### config.mk
export PLATFORM = sky130hd
export DESIGN_NAME = mux_rr_arbiter
export DESIGN_NICKNAME = d
export VERILOG_FILES = /design/src/rtl/mux_arb_pkg.sv /design/src/rtl/mux_rr_arbiter_rr_pick.sv /design/src/rtl/param_mux_sol.sv /design/src/rtl/mux_rr_arbiter.sv
export SDC_FILE = /design/constraint.sdc
export NUM_CORES = 1
export LEC_CHECK = 0
export ABC_AREA = 1
export BUFFER_PORTS_ARGS = -buffer_cell sky130_fd_sc_hd__buf_2
export CORE_UTILIZATION = 40
export DETAILED_ROUTE_END_ITERATION = 6
export PLACE_DENSITY = 0.86
export SYNTH_ARGS = -nofsm -noshare
export SYNTH_HDL_FRONTEND = slang
export SYNTH_SLANG_ARGS = --single-unit
export TNS_END_PERCENT = 10
### constraint.sdc
create_clock -name i_clk -period 2 [get_ports i_clk]
set_input_delay 0.4 -clock i_clk [delete_from_list [all_inputs] [get_ports i_clk]]
set_output_delay 0.4 -clock i_clk [all_outputs]
set_load 0.1 [all_outputs]
### src/rtl/mux_arb_pkg.sv
// Shared types and the round-robin search helper for the packet-locked arbiter.
package mux_arb_pkg;

  typedef enum logic {ARB_IDLE, ARB_BUSY} arb_state_e;

  localparam int unsigned RR_MAX_REQ = 64;
  localparam int unsigned RR_IDX_W   = $clog2(RR_MAX_REQ);

  // First valid index at or after ptr, wrapping at depth; returns ptr when nothing is valid.
  function automatic int unsigned rr_next(input int unsigned ptr,
                                          input logic [RR_MAX_REQ-1:0] valid,
                                          input int unsigned depth = RR_MAX_REQ);
    int unsigned idx;
    rr_next = ptr;
    for (int k = int'(RR_MAX_REQ) - 1; k >= 0; k--) begin
      if (k < int'(depth)) begin
        idx = ptr + unsigned'(k);
        if (idx >= depth) idx = idx - depth;
        if (valid[idx[RR_IDX_W-1:0]]) rr_next = idx;
      end
    end
  endfunction

endpackage

### src/rtl/mux_rr_arbiter_rr_pick.sv
// Combinational rotate-and-priority-encode: first valid requester at or after ptr.
module rr_pick
  import mux_arb_pkg::*;
#(
  parameter int DEPTH  = 8,
  localparam int SEL_W = $clog2(DEPTH)
) (
  input  logic [DEPTH-1:0] valid,
  input  logic [SEL_W-1:0] ptr,
  output logic [SEL_W-1:0] idx,
  output logic             found
);

  logic [RR_MAX_REQ-1:0] valid_ext;

  always_comb begin
    valid_ext               = '0;
    valid_ext[DEPTH-1:0]    = valid;
    idx                     = SEL_W'(rr_next(32'(ptr), valid_ext, DEPTH));
    found                   = |valid;
  end

endmodule

### src/rtl/param_mux_sol.sv
// Word-wide DEPTH:1 multiplexer used as the arbiter datapath.
module param_mux_sol #(
  parameter int DEPTH     = 8,
  parameter int WORD_SIZE = 8,
  localparam int SEL_W    = $clog2(DEPTH)
) (
  input  logic [WORD_SIZE-1:0] i_input_signal [DEPTH],
  input  logic [SEL_W-1:0]     i_select,
  output logic [WORD_SIZE-1:0] o_out
);

  // Out-of-range selects (non power-of-two DEPTH) read as zero rather than X.
  always_comb begin
    o_out = '0;
    if (32'(i_select) < DEPTH) o_out = i_input_signal[i_select];
  end

endmodule

### src/rtl/mux_rr_arbiter.sv
// Packet-locked round-robin arbiter sharing one valid/ready channel among DEPTH requesters.
//   state    | meaning
//   ARB_IDLE | no grant held; arbitrate among valid requesters (one bubble cycle)
//   ARB_BUSY | o_select owns the channel until its last beat or MAX_BEATS beats
module mux_rr_arbiter
  import mux_arb_pkg::*;
#(
  parameter int DEPTH     = 8,
  parameter int WORD_SIZE = 8,
  parameter int MAX_BEATS = 16,
  localparam int SEL_W    = $clog2(DEPTH),
  localparam int CNT_W    = $clog2(MAX_BEATS + 1)
) (
  input  logic                 i_clk,
  input  logic                 i_rst_n,
  input  logic [DEPTH-1:0]     i_req_valid,
  input  logic [DEPTH-1:0]     i_req_last,
  input  logic [WORD_SIZE-1:0] i_req_data [DEPTH],
  output logic [DEPTH-1:0]     o_req_ready,
  output logic                 o_out_valid,
  output logic                 o_out_last,
  output logic [WORD_SIZE-1:0] o_out_data,
  input  logic                 i_out_ready,
  output logic [SEL_W-1:0]     o_select,
  output logic                 o_busy
);

  arb_state_e       state;
  logic [SEL_W-1:0] ptr;
  logic [CNT_W-1:0] beat_cnt;

  logic [SEL_W-1:0] pick_idx;
  logic             pick_found;
  logic             beat_limit;
  logic             pkt_end;
  logic             xfer;
  logic [SEL_W-1:0] ptr_nxt;

  rr_pick #(.DEPTH(DEPTH)) u_pick (
    .valid (i_req_valid),
    .ptr   (ptr),
    .idx   (pick_idx),
    .found (pick_found)
  );

  param_mux_sol #(.DEPTH(DEPTH), .WORD_SIZE(WORD_SIZE)) u_mux (
    .i_input_signal (i_req_data),
    .i_select       (o_select),
    .o_out          (o_out_data)
  );

  assign o_busy      = (state == ARB_BUSY);
  assign beat_limit  = (beat_cnt == CNT_W'(MAX_BEATS - 1));
  assign pkt_end     = i_req_last[o_select] | beat_limit;
  assign o_out_valid = o_busy & i_req_valid[o_select];
  assign o_out_last  = o_busy & pkt_end;
  assign o_req_ready = o_busy ? (DEPTH'(i_out_ready) << o_select) : '0;
  assign xfer        = o_out_valid & i_out_ready;
  assign ptr_nxt     = (o_select == SEL_W'(DEPTH - 1)) ? '0 : o_select + 1'b1;

  always_ff @(posedge i_clk or negedge i_rst_n) begin
    if (!i_rst_n) begin
      state    <= ARB_IDLE;
      o_select <= '0;
      ptr      <= '0;
      beat_cnt <= '0;
    end else begin
      case (state)
        ARB_IDLE: begin
          if (pick_found) begin
            o_select <= pick_idx;
            state    <= ARB_BUSY;
            beat_cnt <= '0;
          end
        end
        ARB_BUSY: begin
          // A forced release sends the rest of the packet back through arbitration.
          if (xfer) begin
            if (pkt_end) begin
              state    <= ARB_IDLE;
              ptr      <= ptr_nxt;
              beat_cnt <= '0;
            end else begin
              beat_cnt <= beat_cnt + 1'b1;
            end
          end
        end
        default: state <= ARB_IDLE;
      endcase
    end
  end

endmodule

Word-level counts from Yosys, hierarchy flattened
Index checks and enable logic that the tools add are counted.
{"block": "totals", "word_cells": 103, "register_bits": 12}
{"block": "op_classes", "bitwise_logic": 6, "n_eq_ne": 4, "n_addsub": 17, "n_shift": 1, "n_lt_le_gt_ge": 18, "muxes": 49, "reduce_logical": 4}
{"op": "32-bit by 4-bit >= comparator with 1-bit output (second input constant)", "n": 7}
{"op": "6-bit by 7-bit less-than comparator with 1-bit output (second input constant)", "n": 8}
{"op": "1-bit binary-select mux with 6-bit select", "n": 8}
{"op": "6-bit two-way mux", "n": 8}
{"op": "4-bit by 4-bit subtractor with 5-bit output (second input constant)", "n": 7}
{"op": "3-bit two-way mux", "n": 9}
{"op": "8-bit binary-select mux with 3-bit select", "n": 1}
{"op": "8-bit two-way mux", "n": 3}
{"op": "3-bit by 3-bit adder with 4-bit output (second input constant)", "n": 4}
{"op": "5-bit two-way mux", "n": 3}
{"op": "1-bit two-way mux", "n": 13}
{"op": "5-bit one-hot mux with 2 select lines", "n": 1}
{"op": "3-bit by 2-bit adder with 4-bit output (second input constant)", "n": 2}
{"op": "8-bit OR reduction", "n": 1}
{"op": "1-bit by 3-bit left shift with 8-bit output", "n": 1}
{"op": "1-bit binary-select mux with 3-bit select", "n": 2}
{"op": "5-bit by 1-bit adder with 5-bit output (second input constant)", "n": 1}
{"op": "5-bit by 4-bit == test with 1-bit output (second input constant)", "n": 1}
{"op": "3-bit by 4-bit subtractor with 5-bit output (second input constant)", "n": 1}
{"op": "3-bit by 1-bit adder with 4-bit output (second input constant)", "n": 1}
{"op": "3-bit by 4-bit >= comparator with 1-bit output (second input constant)", "n": 1}
{"op": "4-bit >= comparator (second input constant)", "n": 1}
{"op": "3-bit by 4-bit less-than comparator with 1-bit output (second input constant)", "n": 1}
{"op": "3-bit NOT with 4-bit output", "n": 1}
{"op": "other kinds (10)", "n": 13}

Logic depth before layout (Yosys ltp)
Gate-level depths: netlist of run 1.
{"block": "logic_depth", "depth_word": 13, "depth_mapped": 20, "depth_no_buf": 18}

Cells and area by module
A second synthesis of run 1 with hierarchy kept.
{"block": "hier_totals", "cells_unflattened": 491, "area_unflattened_um2": 2557.5}
{"mod": "param_mux_sol", "cells_each": 214, "area_each_um2": 933.4, "instances": 1}
{"mod": "mux_rr_arbiter", "cells_each": 137, "area_each_um2": 910.9, "instances": 1}
{"mod": "rr_pick", "cells_each": 140, "area_each_um2": 713.2, "instances": 1}

Worst setup path after synthesis of run 1
No wires, ideal clock.
{"block": "synth_timing", "path_type": "register to output", "startpoint": "register o_select[0]", "endpoint": "output port o_out_data[0]", "t_required_ns": 1.600, "arrival_time_ns": 3.554, "stages_incl_launch_ff": 8, "slack_ns": -1.954, "path_cell_list": "dfrtp_1 -> buf_4 -> buf_2 -> clkbuf_1 -> nor2_1 -> nor2_1 -> o21ai_0 -> a31oi_1"}
{"block": "synth_via", "elab_chain_cells": 4}
{"element": "start: declaration", "line_no": "mux_rr_arbiter.sv:24", "text": "output logic [SEL_W-1:0] o_select,"}
{"element": "start signal: assignment", "line_no": "mux_rr_arbiter.sv:71", "text": "o_select <= pick_idx;"}
{"element": "3-bit NOT with 4-bit output (not written as such)", "line_no": "param_mux_sol.sv:15", "text": "if (32'(i_select) < DEPTH) o_out = i_input_signal[i_select];"}
{"element": "8-bit binary-select mux with 3-bit select", "line_no": "param_mux_sol.sv:15"}
{"element": "8-bit two-way mux (not written as such) (2 in series)", "line_no": "param_mux_sol.sv:15"}
{"element": "end: declaration", "line_no": "mux_rr_arbiter.sv:22", "text": "output logic [WORD_SIZE-1:0] o_out_data,"}
No other way between the ends. The select of a mux whose other input is x is not followed.

Worst setup path after layout of run 1
{"block": "layout_timing", "startpoint": "register o_select[0]", "endpoint": "output port o_out_last"}
{"block": "layout_via", "elab_chain_cells": 4}
{"element": "1-bit binary-select mux with 3-bit select", "line_no": "mux_rr_arbiter.sv:54", "text": "assign pkt_end = i_req_last[o_select] | beat_limit;"}
{"element": "1-bit two-way mux (not written as such)", "line_no": "mux_rr_arbiter.sv:54"}
{"element": "1-bit bitwise OR", "line_no": "mux_rr_arbiter.sv:54"}
{"element": "1-bit AND", "line_no": "mux_rr_arbiter.sv:56", "text": "assign o_out_last = o_busy & pkt_end;"}
{"element": "end: declaration", "line_no": "mux_rr_arbiter.sv:21", "text": "output logic o_out_last,"}
No other way between the ends. The select of a mux whose other input is x is not followed.

==> results by group, run 1 <==
Finish
  – Final instance area: around 3600 sq um
  – Most frequent cells in the layout: 86 x buf_2, 68 x nor2_1, 59 x nand2_1, 30 x inv_1, 30 x nand3_1
  – Final Core Density: ~70%
  – Commonest non-fill, non-tap cell in the layout: buf_2
  – Layout area overhead: 66.4%
  – Layout cells sized above 1: 44.6%
  – Final non-filler cell total: 561
  – N_diodes: 0
  – Final nets: 587

Clock tree
  – Clock slew at reported path FFs: ~0.06 ns
  – H-tree Lvls: 1
  – Clock sinks: 12
  – Worst skew pair latency: around 0.25 ns
  – Total CTS buffers: 3
  – Deepest clock path buffer count: 2
  – CTS Hold Bufs: 0
  – Root Driver: clkbuf_8
  – TritonCTS clock tree: yes

Placed design
  – Placed Instance Area: 3330 sq um
  – Post-placement cell count: 552
  – Port bufs: 104
  – Hpwl dp: around 6300 microns
  – GPL Wtd Cong: 0.929

Floorplan
  – Total core area: 5170 sq um
  – Die width: ~76 microns
  – FP Rows: 26
  – IO Count: between 100 and 150
  – Chip height: 75.8 microns
  – DIE AREA: 5740 sq um
  – Starting Density: 42.1%

Detailed routing
  – DRT iter0 DRCs: 231
  – DRC: 0
  – DRT Wirelength: 8830 microns
  – Routed WL per cell: 15.7 microns
  – Routed vias: 3101
  – Antenna viol nets, final: 0
  – Via-per-instance ratio: 5.53
  – First-pass DRT Iterations: 5

Logic synthesis
  – Synth area leader: nor2_1
  – Syn. warnings: 0
  – Syn Nets: between 400 and 500
  – Post-synth cell types: 33
  – Mapped Area: 2180 sq um
  – Mean area per synthesized cell: 5.76 sq um
  – Main area contributors after synthesis: nor2_1 14%, dfrtp_1 14%, nand2_1 11%
  – Synth Instances: roughly 380
  – Post-synth top area share: 14.3%
  – Sequential element share of the synthesized area: about 14%
  – #FFs+latches synth: 12

Setup path
  – Crit path arrival time: 1.81 ns
  – R2r setup slk: -0.05 ns
  – Crit end category: output pin
  – Crit path kind: register to output pin
  – Critical-path maximum fanout: 14
  – Startpoint Class: register
  – Crit path required time: 1.60 ns

Flow run
  – Max-Cap Viols: 0

STA
  – RSZ-0062 raised after global routing: true
  – Final worst-path cycle share: 110%
  – Fin crit period: 2.21 ns
  – Fin Setup TNS: -1.32 ns
  – Worst Max-Slew Pin Slew: 0.493 ns
  – Fmax: ~450 MHz
  – Layout Skew: 0.00419 ns
  – Final setup viols: 11
  – Hold Fails Final Rpt: 0
  – Slew Limit Headroom: 67.3%
  – Max-slew violation count: 0
  – Final setup margin: -0.207 ns

Global routing
  – Initial antenna violation count: 0
  – Largest net degree at the start of global routing: 32
  – Vias in the first global route: 2591
  – First-pass GRT wire length: roughly 12000 microns
  – Grt ovf: 0
  – Total track usage: 27.4%

Outcome
  – Status: complete, but fails checks
  – Failing checks: negative setup slack

Worst hold path
  – Hold WC Path Type: input port to asynchronous set/reset pin
[layout make-up]
type	instances	area, sq um
well taps	70	87.6
flip-flops and latches	12	313
multi-input cells	307	1930
inverters	40	165
fillers	372	1550
clock buffers	4	55.1
repair buffers	128	1070
[logic make-up (layout without fill, tap and decap cells)]
kind of cell    count (synthesis)  count (layout)  synth area share, %
simple gates                  209             209                 43.5
flops                          12              12                 13.8
fa+ha+maj                      12              12                 6.89
xor+xnor                        3               3                 2.41
buf+inv                        59             172                 11.8
compound gates                 83              83                 21.6
[sequential cells by signal, indices dropped and copies added (netlist names)]
signal,flops
beat_cnt,5
o_busy,1
o_select,3
ptr,3
[repair_timing]
| item | CTS | global route |
|---|---|---|
| pin swaps | 7 | 7 |
| endpoints found under the setup margin | 19 | 26 |
| gates resized for setup | 19 | 41 |
| gates cloned | 1 | 1 |
| buffers inserted | 1 | 2 |
[layer usage]
metal  wire [microns]  track usage [%]  up-vias  share of wire (%)
met5                0                0        -                  0
met4              150             8.64        0                1.7
met3              725             4.76       20                8.2
met2             4570             47.0      160                 52
met1             3390             34.7     1441                 38
li1                 -                -     1480                  -
[Yosys cell counts, drive strengths merged]
| cell | n |
|---|---|
| xor2 | 1 |
| a21oi | 9 |
| or4 | 1 |
| a32oi | 1 |
| o22ai | 10 |
| o32ai | 1 |
| o41ai | 1 |
| clkinv | 1 |
| and2 | 2 |
| clkbuf | 11 |
| dfrtp | 12 |
| a31oi | 8 |
| nor2 | 84 |
| xnor2 | 2 |
| inv | 39 |
| nand3 | 43 |
| nor3 | 1 |
| ha | 12 |
| o21ai | 52 |
| nand2 | 78 |
| o211ai | 1 |
| buf | 8 |
[worst max-delay path, cell delays in order, from the launching register on]
cell and delay, ns:
dfrtp_4 0.56, buf_12 0.18, a21oi_1 0.19, o21ai_2 0.10, nand3_2 0.08, nand3_2 0.11
nand2_2 0.11, inv_2 0.05, buf_12 0.16
[path summary, 6_finish.rpt]
path,from,to,cells past startpoint
min reg2reg,beat_cnt[0]$_DFFE_PN0P_,beat_cnt[0]$_DFFE_PN0P_,1
max in group asynchronous,i_rst_n,o_select[0]$_DFFE_PN0P_,1
max reg2reg,ptr[0]$_DFFE_PN0P_,o_select[0]$_DFFE_PN0P_,12
max,o_select[0]$_DFFE_PN0P_,o_out_last,8
min,i_rst_n,beat_cnt[3]$_DFFE_PN0P_,1
min in group i_clk,beat_cnt[0]$_DFFE_PN0P_,beat_cnt[0]$_DFFE_PN0P_,1
[per-stage QoR]
step                      setup WS (ns)  hold WS (ns)
after floorplan                  -0.382         0.104
after global placement          0.00505         0.298
after detailed placement        -0.0555         0.301
after CTS                        -0.129        0.0357
after global routing             -0.218        0.0468
final                            -0.207        0.0298
Power of run 1 is left out: the tool's default activity adds up to more than one toggle a clock period on the data nets, which glitch-free logic cannot reach.
==> run 2: changes to the inputs <==
- CORE_MARGIN: default -> 2
==> run 2 against run 1 <==
Compared with the run above:
- the flow still finishes with violations (negative setup slack)
- via count shrank 0.58%
- worst setup slack got worse by 0.023 ns
- sequential share of layout area about the same
- clock-buffer cell count is the same
- critical path depth is the same
- fmax down 1.0%
- cell area fell by 0.38%
- critical path type unchanged
==> results by group, run 2 (synthesis gave the netlist of run 1 again) <==
STA
  – RSZ-0062 raised after global routing: true
  – Layout Skew: 0.0101 ns
  – Hold WS: roughly 0.024 ns
  – Final worst-path cycle share: 111%
  – Fin crit period: between 2 and 2.5 ns
  – Hold Fails Final Rpt: 0
  – Fmax: 448 MHz
  – Final setup viols: 13
  – Max-slew violation count: 0
  – Slew Limit Headroom: 67.8%
  – Worst Max-Slew Pin Slew: a little under 0.5 ns
  – Final setup margin: -0.230 ns

Detailed routing
  – Routed vias: 3083
  – DRT Wirelength: slightly below 9000 microns
  – DRC: 0
  – DRT iter0 DRCs: approximately 290
  – First-pass DRT Iterations: 5
  – Via-per-instance ratio: 5.47
  – Routed WL per cell: 15.4 microns
  – Antenna viol nets, final: 0

Finish
  – Most flop-heavy register: beat_cnt
  – Layout cells sized above 1: 44.5%
  – Fill cells: approximately 390
  – Largest regs: beat_cnt (5), o_select (3), ptr (3)
  – Final instance area: 3610 sq um
  – Register area: 313 sq um
  – Commonest non-fill, non-tap cell in the layout: buf_2
  – Largest register FFs: 5
  – Area of the multi-input gates: 1910 sq um
  – Final nets: 590
  – N_diodes: 0
  – Final non-filler cell total: around 560
  – Layout area overhead: 65.8%
  – Most frequent cells in the layout: 86 x buf_2, 70 x nor2_1, 60 x nand2_1, 32 x nand3_1, 29 x inv_1

Floorplan
  – IO Count: 105
  – DIE AREA: 6050 sq um
  – Die width: 77.8 microns
  – Chip height: 77.8 microns
  – FP Rows: 26
  – Starting Density: between 40% and 50%
  – Total core area: 5170 sq um

Setup path
  – Crit path required time: around 1.6 ns
  – Worst path cell trace: clkinvlp_4 -> buf_6 -> a21oi_1 -> o21ai_1 -> nand2_1 -> nand3_1 -> nand2_2 -> buf_12
  – Crit end category: output pin
  – Crit path kind: register to output pin
  – Crit-path leading delay family: buffers and inverters
  – Startpoint Class: register
  – CP bufs+invs: 3
  – Crit path arrival time: 1.83 ns
  – Worst path slowest cell: dfrtp_4
  – Critical-path maximum fanout: 8
  – Crit-path max cell delay: between 0.4 and 0.5 ns

Global routing
  – Total track usage: between 20% and 30%
  – Grt ovf: 0
  – Initial antenna violation count: 0
  – Largest net degree at the start of global routing: 26
  – Vias in the first global route: 2726
  – First-pass GRT wire length: between 10000 and 15000 microns

Placed design
  – Post-placement cell count: between 500 and 600
  – Dpl ws: -0.0785 ns
  – Port bufs: roughly 100
  – GPL Wtd Cong: roughly 1.0
  – Hpwl dp: about 6500 microns
  – Placed Instance Area: about 3300 sq um

Outcome
  – Status: complete, but fails checks
  – Failing checks: negative setup slack

Clock tree
  – TritonCTS clock tree: yes
  – Root Driver: clkbuf_8
  – Clock slew at reported path FFs: around 0.06 ns
  – H-tree Lvls: 1
  – Clock sinks: 12
  – Total CTS buffers: 3
  – Deepest clock path buffer count: 2
  – Worst skew pair latency: 0.25 ns

Worst hold path
  – Hold WC Path Type: input port to asynchronous set/reset pin

Flow run
  – Max-Cap Viols: 0
run 2: path summary, 6_finish.rpt:
kind,slack [ns],start,depth (start not counted),endpoint
worst max-delay path,-0.23,o_select[1]$_DFFE_PN0P_,8,o_out_valid
worst min-delay path,0.02,i_rst_n,1,beat_cnt[3]$_DFFE_PN0P_
worst max register to register,-0.05,ptr[1]$_DFFE_PN0P_,11,o_select[0]$_DFFE_PN0P_
worst min register to register,0.53,beat_cnt[0]$_DFFE_PN0P_,1,beat_cnt[0]$_DFFE_PN0P_
max in group asynchronous,1.72,i_rst_n,1,o_select[2]$_DFFE_PN0P_
min in group i_clk,0.53,beat_cnt[0]$_DFFE_PN0P_,1,beat_cnt[0]$_DFFE_PN0P_
run 2: cell type report:
class	instances	share of cell area, %
well taps	70	2.43
clock buffers	4	1.25
repair inverters	1	0.450
multi-input cells	307	52.9
repair buffers	130	29.7
flip-flops and latches	12	8.66
inverters	40	4.61
run 2: timing repair:
action,in CTS,in global routing
buffers inserted,5,1
endpoints found under the setup margin,24,25
hold buffers,0,0
gates resized for setup,24,31
gates cloned,1,0
pin swaps,9,9
run 2: routing by layer:
| metal | track usage (%) | vias to the layer above | part of all wire, % |
|---|---|---|---|
| met5 | 0 | - | 0 |
| met4 | 6.96 | 0 | 2.4 |
| met3 | 2.91 | 27 | 7.4 |
| met2 | 45.6 | 156 | 51 |
| met1 | 34.3 | 1420 | 39 |
| li1 | - | 1480 | - |
run 2: metrics by stage:
step | setup TNS [ns] | utilization (%)
2_1_floorplan | -7.69 | -
3_3_place_gp | -0.0244 | 64.2
3_5_place_dp | -0.322 | 64.2
4_1_cts | -1.01 | 67.9
5_1_grt | -3.03 | 69.8
6_report | -1.82 | 69.8
Power of run 2 is left out for the same reason.
==> run 3: changes to the inputs <==
- SKIP_LAST_GASP: default -> 1
- SLEW_MARGIN: default -> 10
==> run 3 against run 2 <==
Compared with the run above:
- the flow still finishes with violations (negative setup slack)
- via count increased by 0.42%
- wire length decreased by 2.7%
- first-iteration DRC count decreased by 15%
- worst hold slack improved by 0.00083 ns
==> results by group, run 3 (synthesis gave the netlist of run 1 again) <==
Outcome
  – Status: complete, but fails checks
  – Failing checks: negative setup slack

Setup path
  – Crit end category: output pin
  – Worst path cell trace: clkinvlp_4 -> buf_12 -> o21ai_0 -> o22ai_1 -> nor2_1 -> a31oi_4 -> buf_12
  – Startpoint Class: register
  – Crit path required time: 1.60 ns
  – Crit path kind: register to output pin
  – Critical-path maximum fanout: 8
  – Worst path slowest cell: dfrtp_4
  – Crit path arrival time: 1.79 ns
  – Cell repeated most along the worst path: buf_12
  – Crit-path max cell delay: 0.50 ns

Clock tree
  – Clock sinks: 12
  – H-tree Lvls: 1
  – Worst skew pair latency: 0.25 ns
  – Clock slew at reported path FFs: around 0.060 ns
  – Root Driver: clkbuf_8
  – Total CTS buffers: 3
  – TritonCTS clock tree: yes
  – Deepest clock path buffer count: 2

Placed design
  – GPL Wtd Cong: 1.01
  – Hpwl dp: approximately 6500 microns
  – Port bufs: 104
  – Dpl ws: -0.0785 ns
  – Placed Instance Area: 3320 sq um

STA
  – Final setup viols: 15
  – Hold Fails Final Rpt: 0
  – Fmax: around 460 MHz
  – Max-slew violation count: 0
  – Worst Max-Slew Pin Slew: 0.485 ns
  – RSZ-0062 raised after global routing: true
  – Final worst-path cycle share: 110%
  – Slew Limit Headroom: 67.9%
  – Layout Skew: around 0.011 ns
  – Final setup margin: -0.193 ns
  – Fin crit period: 2.19 ns

Finish
  – Layout cells sized above 1: 42.9%
  – Most flop-heavy register: beat_cnt
  – Final instance area: 3580 sq um
  – N_diodes: 0
  – Largest register FFs: 5
  – Largest regs: beat_cnt (5), o_select (3), ptr (3)
  – Layout area overhead: 64.3%
  – Commonest non-fill, non-tap cell in the layout: buf_2
  – Final nets: 590
  – Fill cells: a little under 400
  – Most frequent cells in the layout: 86 x buf_2, 71 x nor2_1, 61 x nand2_1, 36 x nand3_1, 30 x inv_1

Floorplan
  – FP Rows: 26
  – Chip height: 77.8 microns
  – Total core area: 5170 sq um
  – Die width: roughly 78 microns
  – Starting Density: 42.1%
  – IO Count: roughly 110
  – DIE AREA: between 6000 and 7000 sq um

Detailed routing
  – Routed vias: 3096
  – First-pass DRT Iterations: 5
  – Metal-1 WL: 3310 microns
  – Highest metal used: met4
  – DRT iter0 DRCs: 248
  – Met2 WL post-DR: around 4200 microns
  – Routed WL per cell: 15.0 microns
  – Met3 WL: 697 microns
  – Antenna viol nets, final: 0
  – DRC: 0
  – DRT Wirelength: 8450 microns
  – Via-per-instance ratio: 5.49

Worst hold path
  – Hold WC Path Type: input port to asynchronous set/reset pin

Global routing
  – Grt ovf: 0
  – Largest net degree at the start of global routing: 26
  – Initial antenna violation count: 0
  – Vias in the first global route: 2717
  – First-pass GRT wire length: 12700 microns
  – Total track usage: 25.6%

Flow run
  – Max-Cap Viols: 0
==> run 3: worst max-delay path: cells and delay by family (launching register included) <==
family                 cells  cell delay, ns
AND/OR/NAND/NOR            1            0.10
buffers and inverters      3            0.53
AO/OA/AOI/OAI              3            0.40
flip-flops                 1            0.50
==> run 3: stage by stage <==
| step | std cells | utilization (%) | hold slack (ns) | TNS (ns) |
|---|---|---|---|---|
| floorplan | 378 | - | 0.104 | -7.69 |
| global placement | 553 | 64.2 | 0.290 | -0.0244 |
| detailed placement | 553 | 64.2 | 0.294 | -0.322 |
| CTS | 563 | 67.4 | 0.0297 | -1.37 |
| global route | 564 | 69.2 | 0.0404 | -3.18 |
| finish | 564 | 69.2 | 0.0243 | -1.53 |
==> run 3: metal layers <==
| layer | GRT usage [%] | vias up |
|---|---|---|
| met2 | 43.9 | 176 |
| met1 | 34.0 | 1402 |
| met4 | 7.14 | 0 |
| li1 | - | 1483 |
| met3 | 2.56 | 35 |
| met5 | 0 | - |
==> run 3: path summary, 6_finish.rpt <==
| kind | cells after the start | to | slack (ns) | from |
|---|---|---|---|---|
| min | 1 | beat_cnt[3]$_DFFE_PN0P_ | 0.02 | i_rst_n |
| max in group asynchronous | 1 | o_select[2]$_DFFE_PN0P_ | 1.71 | i_rst_n |
| min reg2reg | 1 | beat_cnt[0]$_DFFE_PN0P_ | 0.53 | beat_cnt[0]$_DFFE_PN0P_ |
| min in group i_clk | 1 | beat_cnt[0]$_DFFE_PN0P_ | 0.53 | beat_cnt[0]$_DFFE_PN0P_ |
| max reg2reg | 11 | ptr[0]$_DFFE_PN0P_ | -0.02 | o_select[1]$_DFFE_PN0P_ |
| max | 7 | o_out_data[7] | -0.19 | o_select[1]$_DFFE_PN0P_ |
==> run 3: what timing repair did <==
item                                    CTS  global route
buffers inserted                          5             1
pin swaps                                 4            13
endpoints found under the setup margin   24            26
hold buffers                              0             0
resized for setup                        14            31
cloned                                    1             0
==> run 3: area by class of cell <==
type                            instances  area, sq um  share of cell area [%]
Timing Repair inverter                  1         11.3                   0.315
Tap cell                               70         87.6                    2.45
Clock buffer                            4         45.0                    1.26
Timing Repair Buffer                  130         1060                    29.7
Sequential cell                        12          313                    8.74
Inverter                               40          169                    4.72
Multi-Input combinational cell        307         1890                    52.8
Power of run 3 is left out for the same reason.
